File: src/rtl/fphub_pkg.sv
`default_nettype none
// +----------------------------------------------------------------------+
// | Module  : fphub_pkg                                                  |
// | Brief   : Shared types, default widths and helpers for FPHUB blocks. |
// | Revision: 1.0 - initial release                                      |
// +----------------------------------------------------------------------+
package fphub_pkg;

  localparam int M_DEF = 23;
  localparam int E_DEF = 8;

  // Sequencing states of the accumulating initiator
  typedef enum logic [1:0] {
    IDLE  = 2'd0,
    ISSUE = 2'd1,
    WAIT  = 2'd2,
    DONE  = 2'd3
  } fphub_state_e;

  // FPHUB zero is the all-zero word: sign, exponent and mantissa all clear.
  function automatic logic [63:0] fphub_zero(input int e, input int m);
    logic [63:0] z;
    z = '0;
    for (int i = 0; i < 64; i++) begin
      if (i < e + m + 1) z[i] = 1'b0;
    end
    return z;
  endfunction

endpackage
`default_nettype wire

File: src/rtl/fphub_acc_initiator.sv
`default_nettype none
// +----------------------------------------------------------------------+
// | Module  : fphub_acc_initiator                                        |
// | Brief   : Streams FPHUB operands through one external start/finish   |
// |           adder, one addition at a time, and presents the running    |
// |           sum and operand count once the last operand is added.      |
// | Options : FPHUB_ACC_TIMEOUT_EN adds a WAIT watchdog and err output.  |
// | Revision: 1.0 - initial release                                      |
// +----------------------------------------------------------------------+
module fphub_acc_initiator
  import fphub_pkg::*;
#(
  parameter int M       = M_DEF,
  parameter int E       = E_DEF,
  parameter int CNT_W   = 16,
  parameter int TIMEOUT = 64
) (
  input  logic             clk,
  input  logic             rst,
  input  logic             in_valid,
  input  logic [E+M:0]     in_data,
  input  logic             in_last,
  output logic             in_ready,
  output logic             add_start,
  output logic [E+M:0]     add_x,
  output logic [E+M:0]     add_y,
  input  logic             add_finish,
  input  logic [E+M:0]     add_z,
  output logic             out_valid,
  output logic [E+M:0]     out_data,
  output logic [CNT_W-1:0] out_count,
  input  logic             out_ready,
`ifdef FPHUB_ACC_TIMEOUT_EN
  output logic             err,
`endif
  output logic             busy
);

  localparam int              c_width     = E + M + 1;
  localparam logic [63:0]     c_zero_wide = fphub_zero(E, M);
  localparam logic [E+M:0]    c_zero      = c_zero_wide[E+M:0];

  localparam logic [1:0] S_IDLE  = IDLE;
  localparam logic [1:0] S_ISSUE = ISSUE;
  localparam logic [1:0] S_WAIT  = WAIT;
  localparam logic [1:0] S_DONE  = DONE;

  logic [1:0]       r_state;
  logic [E+M:0]     r_acc;
  logic [E+M:0]     r_opnd;
  logic [E+M:0]     r_add_x;
  logic             r_last;
  logic [CNT_W-1:0] r_count;
  logic             w_timeout;

`ifdef FPHUB_ACC_TIMEOUT_EN
  localparam int c_wdog_w = $clog2(TIMEOUT + 1);

  logic [c_wdog_w-1:0] r_wdog;
  logic                r_err;

  // Watchdog: counts WAIT cycles, cleared whenever not waiting so it starts
  // from zero on each entry into WAIT. err is sticky until the DONE handshake.
  always_ff @(posedge clk) begin
    if (rst) begin
      r_wdog <= '0;
      r_err  <= 1'b0;
    end else begin
      if (r_state == S_WAIT) r_wdog <= r_wdog + c_wdog_w'(1);
      else                   r_wdog <= '0;
      if (w_timeout && !add_finish)                r_err <= 1'b1;
      else if (r_state == S_DONE && out_ready)     r_err <= 1'b0;
    end
  end

  assign w_timeout = (r_state == S_WAIT) && (r_wdog == c_wdog_w'(TIMEOUT - 1));
  assign err       = r_err;
`else
  wire w_unused_timeout = (TIMEOUT != 0) && (c_width != 0);
  assign w_timeout = 1'b0;
`endif

  // Operand sequencing: accept, issue to the adder, wait for finish, present.
  always_ff @(posedge clk) begin
    if (rst) begin
      r_state <= S_IDLE;
      r_acc   <= c_zero;
      r_opnd  <= c_zero;
      r_add_x <= c_zero;
      r_last  <= 1'b0;
      r_count <= '0;
    end else begin
      case (r_state)
        S_IDLE: begin
          if (in_valid) begin
            r_opnd  <= in_data;
            r_last  <= in_last;
            // acc cannot change before this addition completes, so capture
            // it now to keep add_x frozen for the whole start window.
            r_add_x <= r_acc;
            r_state <= S_ISSUE;
          end
        end
        S_ISSUE: begin
          r_state <= S_WAIT;
        end
        S_WAIT: begin
          if (add_finish) begin
            r_acc <= add_z;
            if (r_count != {CNT_W{1'b1}}) r_count <= r_count + CNT_W'(1);
            r_state <= r_last ? S_DONE : S_IDLE;
          end else if (w_timeout) begin
            r_state <= S_DONE;
          end
        end
        default: begin
          if (out_ready) begin
            r_acc   <= c_zero;
            r_count <= '0;
            r_state <= S_IDLE;
          end
        end
      endcase
    end
  end

  assign in_ready  = (r_state == S_IDLE);
  assign add_start = (r_state == S_ISSUE) || (r_state == S_WAIT);
  assign add_x     = r_add_x;
  assign add_y     = r_opnd;
  assign out_valid = (r_state == S_DONE);
  assign out_data  = r_acc;
  assign out_count = r_count;
  assign busy      = (r_state != S_IDLE);

endmodule
`default_nettype wire

File: config.mk
export PLATFORM = sky130hd
export DESIGN_NAME = fphub_acc_initiator
export DESIGN_NICKNAME = d
export VERILOG_FILES = /design/src/rtl/fphub_pkg.sv /design/src/rtl/fphub_acc_initiator.sv
export SDC_FILE = /design/constraint.sdc
export NUM_CORES = 1
export LEC_CHECK = 0
export BUFFER_PORTS_ARGS = -buffer_cell sky130_fd_sc_hd__buf_2
export CAP_MARGIN = 10
export CORE_MARGIN = 1.5
export CORE_UTILIZATION = 51
export DETAILED_ROUTE_END_ITERATION = 7
export GPL_TIMING_DRIVEN = 1
export PLACE_DENSITY_LB_ADDON = 0.12
export SYNTH_ARGS = -nofsm -noshare
export SYNTH_HDL_FRONTEND = slang
export SYNTH_SLANG_ARGS = --single-unit
File: constraint.sdc
create_clock -name clk -period 5.35 [get_ports clk]
set_clock_uncertainty 0.15 [all_clocks]
set_input_delay 0.8025 -clock clk [delete_from_list [all_inputs] [get_ports clk]]
set_output_delay 0.8025 -clock clk [all_outputs]
set_load 0.03 [all_outputs]
Word-level counts from Yosys, hierarchy flattened --
Index checks and enable logic that the tools add are counted. W data, S select, Z words.
Word-level totals: input port bits 70, register bits 115, output and inout bits 116, word-level logic and storage cells 37
Operators by class: bitwise logic cells 1, add/sub/neg operators 1, reduce and logical (&&, ||, !) cells 10, equality and inequality tests 7, muxes and demuxes 12
Operators by type and width (count):
- $mux W32 | 2
- $pmux W32 S2 | 1
- $mux W16 | 3
- $pmux W16 S2 | 1
- $add A16 B1 Y16 const B | 1
- $ne A16 B16 Y1 const B | 1
- $mux W2 | 4
- $ne A2 B2 Y1 const B | 3
- $pmux W2 S3 | 1
- $reduce_and A3 Y1 | 2
- $eq A2 B2 Y1 const B | 2
- $reduce_and A4 Y1 | 1
- $reduce_bool A2 Y1 | 2
- $reduce_bool A4 Y1 | 1
- $eq A2 B1 Y1 const B | 1
- $logic_not A2 Y1 | 1
- $reduce_and A2 Y1 | 1
- $reduce_or A2 Y1 | 1
- $logic_or A1 B1 Y1 | 1
- $not A1 Y1 | 1

Depth between registers and ports, before layout --
word-level depth 4, mapped depth 9

Worst setup path before layout --
OpenSTA, ideal clock, no wires.
kind reg-to-reg, start point register r_count[0], in the netlist out_count[0], end point register r_count[2], in the netlist out_count[2], buffers on the path 1, arrival time 2.040 ns, data required time 5.068 ns, slack 3.028 ns, stages on the path, launching flop included 8, clock period less this slack 2.322 ns, cells stage by stage dfxtp_1 -> ha_1 -> nand4_1 -> or4_4 -> buf_6 -> nor2b_1 -> a21oi_1 -> nor3_1
Between the ends: longest elaborated chain between the ends 4, elaborated cells on any way between the ends 7
RTL lines:
- from (decl) | RTL line fphub_acc_initiator.sv:53 | logic [CNT_W-1:0] r_count;
- from (signal assigned) | RTL line fphub_acc_initiator.sv:110 | if (r_count != {CNT_W{1'b1}}) r_count <= r_count + CNT_W'(1);
- $add A16 B1 Y16 | RTL line fphub_acc_initiator.sv:110
- $mux W16 | RTL line fphub_acc_initiator.sv:110
- $mux W16 | RTL line fphub_acc_initiator.sv:108 | if (add_finish) begin
- $pmux W16 S2 | RTL line fphub_acc_initiator.sv:93 | case (r_state)
Several ways; a longest one is shown, not always the timed one. The select of a mux whose other input is x is not followed. A chain may end at the register's enable or synchronous reset.

Final worst setup path --
start point register r_state[0], end point output port busy
Between the ends: longest elaborated chain between the ends 1
RTL lines:
- from (decl) | RTL line fphub_acc_initiator.sv:48 | logic [1:0] r_state;
- from (signal assigned) | RTL line fphub_acc_initiator.sv:111 | r_state <= r_last ? S_DONE : S_IDLE;
- $reduce_bool A2 Y1 | RTL line fphub_acc_initiator.sv:134 | assign busy = (r_state != S_IDLE);
- to (decl) | RTL line fphub_acc_initiator.sv:36 | output logic busy
No other way between the ends.

==> impl_metrics.json <==
{
  "crit_fanout": 7,
  "hold_violations": 0,
  "yosysWarnings": 0,
  "criticalPathCategory": "flop to output pin",
  "drt_pass1_iterations": 5,
  "drcViolationCount": 0,
  "dp_worst_setup_slack_ns": 2.352,
  "wl_per_cell_um": 14.52,
  "worst_pin_slew_ns": 1.165,
  "p_switching_mw": 0.9665,
  "cts-root-buf": "clkbuf_8",
  "crit_path_end_kind": "output pin",
  "postCtsSetupRepairBufs": 0,
  "clock-sinks": 115,
  "instances_no_fill": 851,
  "use_met3": 0.08372,
  "slew_viol_final": 0,
  "drive_gt1_frac": 0.3097,
  "ant_nets": 0,
  "arrival_ns": 1.71,
  "wirelength_um": 12360,
  "max_freq_ghz": 0.3753,
  "switching_share": 0.3463,
  "chipHeight_um": 96.46,
  "syn-num-nets": 642,
  "rows": 33,
  "port_buffers": 185,
  "setup-violations-final": 0,
  "grt_usage": 0.2520,
  "placedCellCount": 817,
  "leakage_nw": 2.618,
  "antennaDiodeCount": 0,
  "synth_area_um2": 4454,
  "cts_buffers": 17,
  "grt_util_met2": 0.4085,
  "antenna_found_initial": 0,
  "grt_max_degree": 116,
  "ys_seq_area_frac": 0.5169,
  "hp-class": "flop to flop",
  "worst_slack_ns": 2.685,
  "grt_first_pass_wirelength_um": 17960,
  "period_share": 0.4980,
  "place.gp.congestion": 0.8597,
  "syn_avg_cell_area_um2": 7.870,
  "layout_min_cycle_time_ns": 2.665,
  "fin_setup_tns_ns": 0,
  "cts_max_level": 4,
  "cts_tree": "done",
  "clkLatencyLatePin_ns": 0.50,
  "grt_pass1_vias": 3816,
  "die_area_um2": 9304,
  "status": "completed",
  "grt.overflow.total": 0,
  "maxSlewHeadroom": 0.2231,
  "clk_pin_slew_ns": 0.06,
  "p_clk_frac": 0.394,
  "start_util": 0.5341,
  "io_pins": 186,
  "syn_to_final_growth_pct": 34.61,
  "ir_drop_mv": 0.5030,
  "worstSetupStartpointType": "flop",
  "drv_cap": 0,
  "intPower_mw": 1.825,
  "hpwl_um": 7995,
  "drtIter0Drc": 231,
  "coreArea_um2": 8341,
  "post_cts_resized": 0,
  "synthCells": 566,
  "ys_ff_latch": 115,
  "power.density_nw_per_um2": 465.5,
  "grtUsageMet1": 0.3119,
  "cp.required_ns": 4.40,
  "ys_types": 38,
  "drt-vias-per-instance": 5.304,
  "clock_path_buffers": 2,
  "nets": 809,
  "top_usage_layer": "met2",
  "vias": 4514,
  "comb_power_share": 0.260,
  "die_width_um": 96.46,
  "p_seq_frac": 0.345,
  "rsz0062_at_grt": "false",
  "postCtsHoldBufs": 0
}
## metrics by stage
stage                     cell area [µm²]  power, mW  hold slack (ns)    util
after floorplan                      4454      1.483           0.2866       -
after global placement               5378      1.662           0.2882  0.6448
after detailed placement             5378      1.677           0.2930  0.6448
after CTS                            5961      2.775           0.3021  0.7147
after global routing                 5996      2.911           0.3159  0.7189
final                                5996      2.791           0.2971  0.7189
## critical path: stages, from the launching register on
cell     delay [ns]
dfxtp_1        0.46
inv_1          0.11
ha_1           0.31
inv_1          0.13
buf_2          0.21
## final cells by class
type / instances / area (µm²)
fillers: 695 / 2345
flip-flops and latches: 115 / 2302
multi-input cells: 402 / 1963
repair buffers: 191 / 993.5
clock buffers: 19 / 421.7
clock inverters: 13 / 161.4
well taps: 105 / 131.4
inverters: 6 / 22.52
## power groups by stage
stage	registers [mW]	logic (mW)	clock network [mW]
after global routing	0.972	0.788	1.15
final	0.964	0.727	1.10
after CTS	0.962	0.702	1.11
after detailed placement	0.980	0.697	0
after floorplan	1.08	0.398	0
after global placement	0.976	0.686	0
## path summary, 6_finish.rpt
path / startpoint / end / slack, ns / cells past startpoint
min: add_x[24] / add_x[24] / 0.30 / 2
min reg2reg: add_x[24] / add_x[24] / 0.30 / 2
max: r_state[0] / busy / 2.69 / 4
max reg2reg: r_state[0] / out_count[9] / 2.75 / 8
## cells in the final DEF (no fill, tap or decap), types with 3 or more instances in the layout
cell,Yosys,routed
buf_2,4,184
nand2_1,172,171
dfxtp_1,115,115
a21oi_1,109,109
nand3_1,40,40
clkbuf_16,0,16
nor2_1,14,14
o21ai_0,12,12
inv_1,6,6
nand4_1,6,6
ha_1,6,6
nor3_1,6,5
buf_4,0,5
mux2i_1,4,4
a31oi_1,4,4
clkinvlp_4,0,4
or3_1,3,3
clkinv_2,0,3
bufinv_16,0,3
clkinv_4,0,3
## synth_stat cells
master       n  area (µm²)
nor4_2       1       12.51
nor2b_1      2       12.51
dfxtp_1    115        2302
a31oi_1      4       25.02
nand4_4      1       21.27
a31o_2       1       8.760
buf_1        4       15.01
nand2_2      1       6.260
o31ai_1      2       15.01
a21o_1       2       15.01
nand2_1    172       645.6
o21ai_0     12       60.06
o41ai_1      2       17.52
and2_4       1       8.760
buf_6        1       11.26
nand4bb_1    1       11.26
or2_2        1       6.260
and2_1       1       6.260
nor3_1       6       30.03
a311oi_1     2       17.52
a211oi_1     1       7.510
nand4_1      6       37.54
or4_4        1       11.26
mux2i_1      4       40.04
and3_1       1       6.260
a41o_1       1       10.01
nand3_1     40       200.2
or3_1        3       18.77
nand2b_1     2       12.51
nor2_1      14       52.55
ha_1         6       75.07
a21oi_1    109       545.5
a2bb2oi_1    1       8.760
buf_2        4       20.02
clkbuf_2     1       5.000
a211o_1      1       8.760
clkbuf_1    33       123.9
inv_1        6       22.52
## cell families after synthesis
kind of cell | count (synthesis) | share of synthesized area
adder cells (fa/ha/maj) | 6 | 0.01685
AND/OR/NAND/NOR | 254 | 0.2469
multiplexers | 4 | 0.008989
AO/OA/AOI/OAI | 138 | 0.1660
buffers and inverters | 49 | 0.04438
flip-flops | 115 | 0.5169
## layer usage
metal,part of all wire,up-vias
met5,0,-
met4,0.012,0
met3,0.085,13
met2,0.49,196
met1,0.41,2056
li1,-,2249
## state kept, by name, indices dropped and copies added (netlist names)
signal / count
add_x: 32
r_last: 1
out_count: 16
r_state: 2
add_y: 32
out_data: 32
Note: power is estimated with default switching activity, not from simulation.
